<file path="config.mk">
export PLATFORM = sky130hd
export DESIGN_NAME = seq_detector_param
export DESIGN_NICKNAME = d
export VERILOG_FILES = /design/src/rtl/seq_det_pkg.sv /design/src/rtl/sat_counter.sv /design/src/rtl/seq_detector_param.sv
export SDC_FILE = /design/constraint.sdc
export NUM_CORES = 1
export LEC_CHECK = 0
export ABC_AREA = 0
export ABC_CLOCK_PERIOD_IN_PS = 3340
export CAP_MARGIN = 0
export CORE_AREA = 2 2 50 52
export CTS_CLUSTER_DIAMETER = 80
export DETAILED_ROUTE_END_ITERATION = 10
export DIE_AREA = 0 0 52 54
export GPL_ROUTABILITY_DRIVEN = 1
export PLACE_DENSITY = 0.68
export SKIP_LAST_GASP = 1
export SLEW_MARGIN = 20
export SYNTH_ARGS = -nofsm -noshare
export SYNTH_HDL_FRONTEND = slang
export SYNTH_HIERARCHICAL = 1
export SYNTH_SLANG_ARGS = --single-unit
</file>
<file path="constraint.sdc">
create_clock -name clock -period 3.34 [get_ports clock]
set_input_delay 0.501 -clock clock [delete_from_list [all_inputs] [get_ports clock]]
set_output_delay 0.501 -clock clock [all_outputs]
set_load 0.1 [all_outputs]
</file>
<file path="src/rtl/seq_det_pkg.sv">
// Shared constants and helpers for the serial pattern detector.
package seq_det_pkg;

    localparam int unsigned PAT_LEN_DEF = 4;
    localparam int unsigned CNT_W_DEF   = 8;
    localparam logic [PAT_LEN_DEF-1:0] PAT_DEFAULT_DEF = 4'b1011;

    // What the detector does on a given edge once reset is released.
    typedef enum logic [1:0] {
        ActHold,
        ActLoad,
        ActShift
    } seq_act_e;

    // The fill counter must be able to hold the value pat_len itself.
    function automatic int unsigned fill_width(input int unsigned pat_len);
        return $clog2(pat_len + 1);
    endfunction

endpackage

</file>
<file path="src/rtl/sat_counter.sv">
// Generic saturating up-counter with synchronous clear.
// Clear and increment on the same edge yield 1, so that event is not lost.
module sat_counter #(
    parameter int unsigned CNT_W = 8
) (
    input  logic             clk_i,
    input  logic             rst_ni,
    input  logic             clr_i,
    input  logic             inc_i,
    output logic [CNT_W-1:0] count_o
);

    logic [CNT_W-1:0] count_d, count_q;

    // Next count: clear wins over hold, and saturation stops at all ones.
    always_comb begin
        count_d = count_q;
        if (clr_i) begin
            count_d = inc_i ? CNT_W'(1) : '0;
        end else if (inc_i && (count_q != '1)) begin
            count_d = count_q + 1'b1;
        end
    end

    // Count register with synchronous active-low reset.
    always_ff @(posedge clk_i) begin
        if (!rst_ni) begin
            count_q <= '0;
        end else begin
            count_q <= count_d;
        end
    end

    assign count_o = count_q;

endmodule

</file>
<file path="src/rtl/seq_detector_param.sv">
// Parametrised serial bit-pattern detector with loadable pattern,
// overlapping/non-overlapping detection and a saturating match counter.
// Optional don't-care mask input enabled by defining SEQ_DET_MASK_EN.
module seq_detector_param
    import seq_det_pkg::*;
#(
    parameter int unsigned          PAT_LEN     = PAT_LEN_DEF,
    parameter logic [PAT_LEN-1:0]   PAT_DEFAULT = PAT_DEFAULT_DEF,
    parameter bit                   OVERLAP     = 1'b1,
    parameter int unsigned          CNT_W       = CNT_W_DEF
) (
    input  logic               clock,
    input  logic               reset,
    input  logic               sequence_in,
    input  logic               in_valid,
    input  logic [PAT_LEN-1:0] pattern,
    input  logic               pattern_load,
    input  logic               count_clr,
`ifdef SEQ_DET_MASK_EN
    input  logic [PAT_LEN-1:0] pattern_mask,
`endif
    output logic               detector_out,
    output logic [CNT_W-1:0]   match_count,
    output logic [PAT_LEN-1:0] pat_active
);

    localparam int unsigned          FILL_W   = fill_width(PAT_LEN);
    localparam logic [FILL_W-1:0]    FILL_MAX = FILL_W'(PAT_LEN);
    // One more bit completes a full window once fill reaches this value.
    localparam logic [FILL_W-1:0]    FILL_ARM = FILL_W'(PAT_LEN - 1);

    logic [PAT_LEN-1:0] hist_d, hist_q;
    logic [FILL_W-1:0]  fill_d, fill_q;
    logic [PAT_LEN-1:0] pat_d, pat_q;
    logic               det_d, det_q;
    logic [PAT_LEN-1:0] mask;
    logic [PAT_LEN-1:0] hist_n;
    logic               hit;
    seq_act_e           act;

`ifdef SEQ_DET_MASK_EN
    logic [PAT_LEN-1:0] mask_q;

    // Mask is captured together with the pattern; all ones means exact compare.
    always_ff @(posedge clock) begin
        if (!reset) begin
            mask_q <= '1;
        end else if (pattern_load) begin
            mask_q <= pattern_mask;
        end
    end

    assign mask = mask_q;
`else
    assign mask = '1;
`endif

    // Decode the edge action: load beats a valid data bit.
    always_comb begin
        act = ActHold;
        if (pattern_load) begin
            act = ActLoad;
        end else if (in_valid) begin
            act = ActShift;
        end
    end

    assign hist_n = {hist_q[PAT_LEN-2:0], sequence_in};
    assign hit    = (act == ActShift) && (fill_q >= FILL_ARM) &&
                    ((hist_n & mask) == (pat_q & mask));

    // Next-state for history, fill level, active pattern and match pulse.
    always_comb begin
        hist_d = hist_q;
        fill_d = fill_q;
        pat_d  = pat_q;
        det_d  = 1'b0;
        unique case (act)
            ActLoad: begin
                pat_d  = pattern;
                hist_d = '0;
                fill_d = '0;
            end
            ActShift: begin
                hist_d = hist_n;
                det_d  = hit;
                fill_d = (fill_q == FILL_MAX) ? fill_q : fill_q + 1'b1;
                if (!OVERLAP && hit) begin
                    hist_d = '0;
                    fill_d = '0;
                end
            end
            default: begin
            end
        endcase
    end

    // State registers with synchronous active-low reset.
    always_ff @(posedge clock) begin
        if (!reset) begin
            hist_q <= '0;
            fill_q <= '0;
            pat_q  <= PAT_DEFAULT;
            det_q  <= 1'b0;
        end else begin
            hist_q <= hist_d;
            fill_q <= fill_d;
            pat_q  <= pat_d;
            det_q  <= det_d;
        end
    end

    sat_counter #(
        .CNT_W (CNT_W)
    ) u_match_cnt (
        .clk_i   (clock),
        .rst_ni  (reset),
        .clr_i   (count_clr),
        .inc_i   (hit),
        .count_o (match_count)
    );

    assign detector_out = det_q;
    assign pat_active   = pat_q;

endmodule

</file>
Word level (Yosys, flattened, before mapping)
Cells that the tools add are included.
{"block": "totals", "reg_bits": 19, "input_bits": 10, "output_inout_bits": 13, "wordCells": 29}
{"block": "op_classes", "n_addsub": 2, "magnitude_cmp": 1, "eq_ne": 6, "mux": 8, "n_reduce_logical": 7}
{"operator": "$mux 8", "n": 2}
{"operator": "$pmux 3 s2", "n": 2}
{"operator": "$add 8x1->8 const B", "n": 1}
{"operator": "$ne 8x8->1 const B", "n": 1}
{"operator": "$eq 4x4->1", "n": 1}
{"operator": "$mux 2", "n": 2}
{"operator": "$reduce_and 2->1", "n": 2}
{"operator": "$reduce_bool 2->1", "n": 2}
{"operator": "$add 3x1->3 const B", "n": 1}
{"operator": "$eq 3x3->1 const B", "n": 1}
{"operator": "$ge 3x2->1 const B", "n": 1}
{"operator": "$logic_and 1x1->1", "n": 3}
{"operator": "$mux 3", "n": 1}
{"operator": "$eq 2x1->1 const B", "n": 1}
{"operator": "$eq 2x2->1 const B", "n": 1}
{"operator": "$ne 2x2->1 const B", "n": 1}
{"operator": "$mux 1", "n": 1}

Depth between registers and ports, before layout
Gate-level depths: netlist (run 1).
{"block": "logic_depth", "ltp_word": 8, "ltp_mapped": 8}

Cells and area by module
The synthesis (run 1) kept the hierarchy.
{"module": "seq_detector_param", "n_inst": 1, "cells_per_inst": 52, "area_per_inst_um2": 529.3}
{"module": "sat_counter", "n_inst": 1, "cells_per_inst": 49, "area_per_inst_um2": 426.7}

Worst setup path before layout (run 1)
Ideal clock, no wire load.
{"block": "synth_path", "path_type": "register to register", "start": "reg pat_q[3] (netlist: pat_active[3])", "end": "reg u_match_cnt.count_q[4] (netlist: u_match_cnt/count_o[4])", "arrival_ns": 2.413, "required_time_ns": 3.179, "path_slack_ns": 0.765, "stages_incl_launch_ff": 7, "path_cell_list": "dfxtp_1 > xnor2_1 > nand4_1 > nor3_1 > nand3_1 > o311ai_0 > o41ai_1"}
{"block": "synth_between", "elab_chain_cells": 4}
{"item": "from (decl)", "line": "seq_detector_param.sv:34", "rtl": "logic [PAT_LEN-1:0] pat_d, pat_q;"}
{"item": "from (signal assigned)", "line": "seq_detector_param.sv:108", "rtl": "pat_q <= pat_d;"}
{"item": "$eq 4x4->1", "line": "seq_detector_param.sv:70", "rtl": "((hist_n & mask) == (pat_q & mask));"}
{"item": "$logic_and 1x1->1", "line": "seq_detector_param.sv:69", "rtl": "assign hit = (act == ActShift) && (fill_q >= FILL_ARM) &&"}
{"item": "net hit", "line": "seq_detector_param.sv:38", "rtl": "logic hit;"}
{"item": "$logic_and 1x1->1", "line": "sat_counter.sv:20", "rtl": "end else if (inc_i && (count_q != '1)) begin"}
{"item": "$reduce_bool 2->1 (no line)"}
{"item": "to (signal assigned)", "line": "sat_counter.sv:30", "rtl": "count_q <= count_d;"}
{"item": "to (decl)", "line": "sat_counter.sv:13", "rtl": "logic [CNT_W-1:0] count_d, count_q;"}
The timed path passes the listed nets, and every way through them passes these cells.
A chain may end at the register's enable or synchronous reset.

Worst setup path after layout (run 1)
{"block": "layout_path", "start": "reg u_match_cnt.count_q[4] (netlist: u_match_cnt/count_o[4])", "end": "out match_count[4]"}
{"item": "to (decl)", "line": "seq_detector_param.sv:23", "rtl": "output logic [CNT_W-1:0] match_count,"}
No word-level cell between the ends.

==> results.json, run 1 <==
{
  "synthDistinctLibCells": 32,
  "slew_violations": 0,
  "ant_nets": 0,
  "crit_chain": "clkdlybuf4s50_1",
  "syn_inst": 101,
  "regArea_um2": 380,
  "synth_nets": 115,
  "gp_congestion": 0.807,
  "whs_endpoint": "u_match_cnt/count_o[7]",
  "core-area_mm2": 0.00232,
  "dp_cells": 152,
  "cp-end-kind": "output pin",
  "avgSynthCellArea_um2": 9.46,
  "final-setup-viol-count": 0,
  "clock_skew_ns": 0.00474,
  "die_y_um": 54,
  "hold_path.class": "register to register",
  "worst-r2r-cell-count": 9,
  "min-delay-start": "u_match_cnt/count_o[7]",
  "cts_root_buf": "clkbuf_4",
  "die_x_um": 52,
  "gr-total-overflow": 0,
  "critical_path_buf_inv_count": 1,
  "crit_path_max_fanout": 7,
  "clock_sinks": 19,
  "first_pass_iters": 4,
  "grt_pass1_wl_um": 3060,
  "finalHoldViolCount": 0,
  "cts.clk_slew.worst_paths_ns": 0.10,
  "fin_util_pct": 52.8,
  "core.rowCount": 18,
  "max_stage_delay_ns": 1.18,
  "drtIter0Drc": 13,
  "wl_per_cell_um": 12.0,
  "cts_repair_resize_count": 0,
  "grt_use_total_pct": 14.7,
  "hold_depth": 2,
  "grt_max_degree": 11,
  "fin_crit_sh_pct": 72.3,
  "cp.arrival_ns": 1.91,
  "wl_um": 1870,
  "yosysSeqAreaShare_pct": 39.8,
  "antenna_found_initial": 0,
  "critical_path_class": "register to output pin",
  "netlist_area_um2": 956,
  "initial_core_util_pct": 41.2,
  "layout_commonest_cell": "clkdlybuf4s50_1",
  "fmax_mhz": 414,
  "htree_levels": 1,
  "drcViolationCount": 0,
  "viasPerCell": 5.14,
  "tritoncts": "done",
  "dp_hpwl_um": 1460,
  "yosysWarnings": 6,
  "required_ns": 2.84,
  "rrSetupSlack_ns": 1.29,
  "rsz0062_at_grt": "false",
  "grt_pass1_vias": 715,
  "hold_buffers": 0,
  "crit_family": "buffers and inverters",
  "final_layout_size_suffix_gt1_share_pct": 6.35,
  "min_period_ns": 2.41,
  "finalSetupTns_ns": 0,
  "layout_common_cells": "22 x clkdlybuf4s50_1, 19 x dfxtp_1, 10 x mux2i_1",
  "cts_buffer_depth": 2,
  "tightest_slew_ns": 0.969,
  "stdcell_count": 156,
  "die_area_mm2": 0.00281,
  "nets": 141,
  "maxCapViolCount": 0,
  "diodes": 0,
  "outcome": "finished, final reports clean",
  "rr_endpoint": "u_match_cnt/count_o[5]",
  "ir_drop_v": 0.000189,
  "postCtsSetupBuffers": 0,
  "multi_input_area_um2": 523,
  "io_pins": 23,
  "io_buffer_count": 22,
  "reg2reg_from": "fill_q[0]",
  "ys_ff_latch": 19,
  "fillers": 207,
  "worstSetupStartpointType": "register",
  "powerDensity_mw_per_mm2": 335,
  "crit_slowest_cell": "clkdlybuf4s50_1",
  "vias": 802,
  "power_leakage_nw": 0.455,
  "relSlewSlack_pct": 35.2,
  "numCtsBuffers": 3,
  "area_growth_pct": 28.1,
  "clock_latency_ns": 0.28
}
cells in the mapped netlist:
cell	n	area, µm²
nand2b_2	1	8.76
a31oi_1	1	6.26
nand4_1	2	12.5
o21ai_0	5	25.0
and3_1	1	6.26
nor4_1	3	18.8
nand3_1	2	10.0
o41ai_1	1	8.76
o311ai_0	1	8.76
dfxtp_1	19	380
nand4_2	1	12.5
a21boi_4	1	18.8
a21oi_1	2	10.0
nand2_1	8	30.0
o31ai_1	1	7.51
a211o_1	1	8.76
nor3b_1	2	15.0
mux2i_1	10	100
a311oi_1	1	8.76
o31a_1	2	17.5
a211oi_1	1	7.51
nand2_2	1	6.26
nor2_1	5	18.8
a2111oi_0	1	8.76
ha_1	4	50.1
nand2b_1	2	12.5
buf_6	2	22.5
or2b_1	1	7.51
xnor2_1	5	43.8
nor3_1	3	15.0
nor2b_1	3	18.8
inv_1	8	30.0
per-layer routing:
metal / GRT usage, % / share of wire (%)
met5: 0 / 0
met4: 6.58 / 1.1
met3: 2.50 / 2.3
met2: 24.7 / 49
met1: 18.6 / 48
cell families after synthesis:
| logic type | share of synthesized area (%) |
|---|---|
| adder cells (fa/ha/maj) | 5.24 |
| buffers and inverters | 5.50 |
| flip-flops | 39.8 |
| XOR/XNOR | 4.58 |
| multiplexers | 10.5 |
| AO/OA/AOI/OAI | 14.3 |
| AND/OR/NAND/NOR | 20.2 |
worst max-delay path by stage:
stage                                start                     end  slack, ns  cells after the start
floorplan                    pat_active[3]  u_match_cnt/count_o[4]       0.77                      6
global placement                  in_valid  u_match_cnt/count_o[4]       1.03                      7
detailed placement                in_valid  u_match_cnt/count_o[5]        1.0                      7
CTS                 u_match_cnt/count_o[4]          match_count[4]       0.91                      1
global route        u_match_cnt/count_o[4]          match_count[4]       0.84                      1
finish              u_match_cnt/count_o[4]          match_count[4]       0.93                      1
stage by stage:
| stage | hold slack [ns] | setup slack [ns] | instance area, µm² | power [mW] |
|---|---|---|---|---|
| 6_report | 0.511 | 0.927 | 1220 | 0.410 |
| 5_1_grt | 0.536 | 0.841 | 1220 | 0.429 |
| 4_1_cts | 0.516 | 0.907 | 1220 | 0.417 |
| 3_5_place_dp | 0.500 | 0.995 | 1200 | 0.303 |
| 3_3_place_gp | 0.492 | 1.03 | 1200 | 0.302 |
| 2_1_floorplan | 0.482 | 0.765 | 956 | 0.284 |
sequential cells by signal (all words and copies together) (netlist names):
register             cells
hist_q                   3
u_match_cnt/count_o      8
fill_q                   3
pat_active               4
detector_out             1
final cells by class:
| class | count | area share [%] |
|---|---|---|
| Clock buffer | 4 | 2.15 |
| Inverter | 8 | 2.45 |
| Multi-Input combinational cell | 72 | 42.7 |
| Sequential cell | 19 | 31.1 |
| Tap cell | 30 | 3.06 |
| Timing Repair Buffer | 23 | 18.6 |
report_power, final:
group / switching [mW] / internal, mW
combinational: 0.0371 / 0.0256
sequential: 0.00451 / 0.231
clock: 0.0656 / 0.0463
total: 0.107 / 0.303
Note: power is estimated with default switching activity, not from simulation.
==> run 2, diff against run 1 <==
- ABC_CLOCK_PERIOD_IN_PS: 3340 -> 2100
- CORE_AREA: 2 2 50 52 -> 2 2 51 53
- DIE_AREA: 0 0 52 54 -> 0 0 53 55
- clock period: 3.34 -> 2.1 ns (I/O delays scaled with it)
==> run 2 against run 1 <==
Compared with the run above: core utilization increased by 2.0 points; design area is 5.7% higher; critical path type is now register to register; highest routed layer unchanged; hold slack lost 0.0096 ns; flip-flop and latch count unchanged; die area is 3.8% higher; sequential share of layout area decreased by 1.0 points; combinational power rose by 67%; clock-buffer cell count unchanged; largest cell class unchanged; via count increased by 3.2%.
==> results.json, run 2 (same netlist as run 1, synthesis figures left out) <==
{
  "final_layout_size_suffix_gt1_share_pct": 29.0,
  "timing.critical_path.mode_cell": "ha_1",
  "hold_path.class": "register to register",
  "gr-total-overflow": 0,
  "clock_latency_ns": 0.29,
  "combPwrFrac_pct": 15.8,
  "whs_endpoint": "pat_active[0]",
  "worst-r2r-cell-count": 8,
  "drtIter0Drc": 16,
  "dp_hpwl_um": 1570,
  "slew_violations": 0,
  "antenna_found_initial": 0,
  "worstSetupStartpointType": "register",
  "tightest_slew_ns": 0.334,
  "initial_core_util_pct": 40.4,
  "critical_path_class": "register to register",
  "swShare_pct": 26.7,
  "gp_congestion": 0.806,
  "cp-end-kind": "register",
  "first_pass_iters": 4,
  "die_area_mm2": 0.00292,
  "min_period_ns": 1.98,
  "min-delay-start": "pat_active[0]",
  "cts_buffer_depth": 2,
  "dp_cells": 157,
  "final_area_mm2": 0.00129,
  "wl_um": 2120,
  "wl_per_cell_um": 13.2,
  "final-setup-viol-count": 0,
  "htree_levels": 1,
  "ant_nets": 0,
  "finalSetupTns_ns": 0,
  "relSlewSlack_pct": 77.7,
  "power_uw": 661,
  "fin_crit_sh_pct": 94.4,
  "powerDensity_mw_per_mm2": 511,
  "hold_depth": 2,
  "cp.arrival_ns": 2.17,
  "largest_reg_flops": 8,
  "p_int_uw": 485,
  "stdcell_count": 161,
  "layout_common_cells": "19 x buf_4, 12 x dfxtp_1, 10 x mux2i_1",
  "grt_max_degree": 11,
  "grt_pass1_wl_um": 3470,
  "p_sw_uw": 177,
  "seqPwrFrac_pct": 56.6,
  "grt_pass1_vias": 792,
  "diodes": 0,
  "clock_sinks": 19,
  "rr_endpoint": "u_match_cnt/count_o[5]",
  "viasPerCell": 5.14,
  "nets": 146,
  "io_pins": 23,
  "die_x_um": 53,
  "core-area_mm2": 0.00236,
  "fin_util_pct": 54.8,
  "crit_slowest_cell": "dfxtp_2",
  "layout_commonest_cell": "buf_4",
  "cts.clk_slew.worst_paths_ns": 0.11,
  "rrSetupSlack_ns": 0.12,
  "reg2reg_from": "fill_q[1]",
  "p_clk_share_pct": 27.6,
  "die_y_um": 55,
  "vias": 828,
  "dpl_cell_area_mm2": 0.00122,
  "drcViolationCount": 0,
  "crit_chain": "ha_1 > ha_1 > a211o_1 > nand4_1 > nor3_4 > nand4_4 > a2111oi_4 > nor3b_1",
  "maxCapViolCount": 0,
  "fmax_mhz": 505,
  "grt_use_total_pct": 16.6,
  "io_buffer_count": 22,
  "power_leakage_nw": 0.515,
  "cts_root_buf": "clkbuf_4",
  "area_growth_pct": 35.5,
  "outcome": "finished, final reports clean",
  "crit_path_max_fanout": 5,
  "tritoncts": "done",
  "ir_drop_v": 0.000363,
  "clock_skew_ns": 0.00555,
  "finalHoldViolCount": 0,
  "numCtsBuffers": 3,
  "core.rowCount": 18,
  "max_stage_delay_ns": 0.37,
  "required_ns": 2.29
}
-- run 2: changes by cell type in the layout (fill, tap and decap cells not counted), sizes merged --
cell,delta
buf,+18
clkdlybuf4s50,-13
-- run 2: how the worst max path moves through the flow --
stage | from | endpoint | slack (ns) | cells past startpoint
6_report | fill_q[1] | u_match_cnt/count_o[5] | 0.12 | 8
5_1_grt | fill_q[1] | u_match_cnt/count_o[5] | -0.02 | 8
2_1_floorplan | pat_active[3] | u_match_cnt/count_o[4] | 0.01 | 6
3_3_place_gp | sequence_in | u_match_cnt/count_o[5] | -0.01 | 7
3_5_place_dp | sequence_in | u_match_cnt/count_o[5] | -0.08 | 7
4_1_cts | fill_q[1] | u_match_cnt/count_o[5] | 0.03 | 8
-- run 2: stage by stage --
step                      setup WS (ns)  hold WS, ns
after floorplan                  0.0118        0.377
after global placement          -0.0126        0.476
after detailed placement        -0.0795        0.482
after CTS                        0.0346        0.501
after global routing            -0.0244        0.525
final                             0.118        0.502
-- run 2: worst max-delay path, delay by kind of cell, from the launching register on --
family                   cells  cell delay (ns)
flip-flops                   1             0.37
AO/OA/AOI/OAI                2             0.45
AND/OR/NAND/NOR              4             0.75
adder cells (fa/ha/maj)      2             0.30
-- run 2: area by class of cell --
type	instances	area, µm²
well taps	30	37.5
repair buffers	28	233
flip-flops and latches	19	389
inverters	8	30.0
multi-input cells	72	579
fillers	217	1070
clock buffers	4	26.3
-- run 2: what timing repair did --
| item | in CTS | in global routing |
|---|---|---|
| pin swaps | 1 | 1 |
| gates resized for setup | 1 | 9 |
| setup buffers | 0 | 0 |
| endpoints found under the setup margin | 2 | 5 |
| hold buffers | 0 | 0 |
| cloned | 0 | 0 |
-- run 2: power by group through the flow --
stage | clock [mW] | sequential [mW] | combinational, mW
final | 0.182 | 0.374 | 0.105
after global routing | 0.209 | 0.376 | 0.112
after CTS | 0.189 | 0.374 | 0.106
after detailed placement | 0 | 0.383 | 0.104
after global placement | 0 | 0.383 | 0.103
after floorplan | 0 | 0.415 | 0.0375
-- run 2: metal layers --
| layer | vias to the layer above | global-route usage (%) | part of all wire [%] |
|---|---|---|---|
| met1 | 393 | 21.9 | 47 |
| li1 | 419 | - | - |
| met4 | 0 | 7.26 | 1.2 |
| met3 | 4 | 4.03 | 3.0 |
| met2 | 12 | 25.8 | 49 |
| met5 | - | 0 | 0 |
==> run 3, diff against run 2 <==
- ABC_AREA: 0 -> default
==> results of run 3 <==
Same layout as run 2: the final DEF is identical, and so are final timing and power.
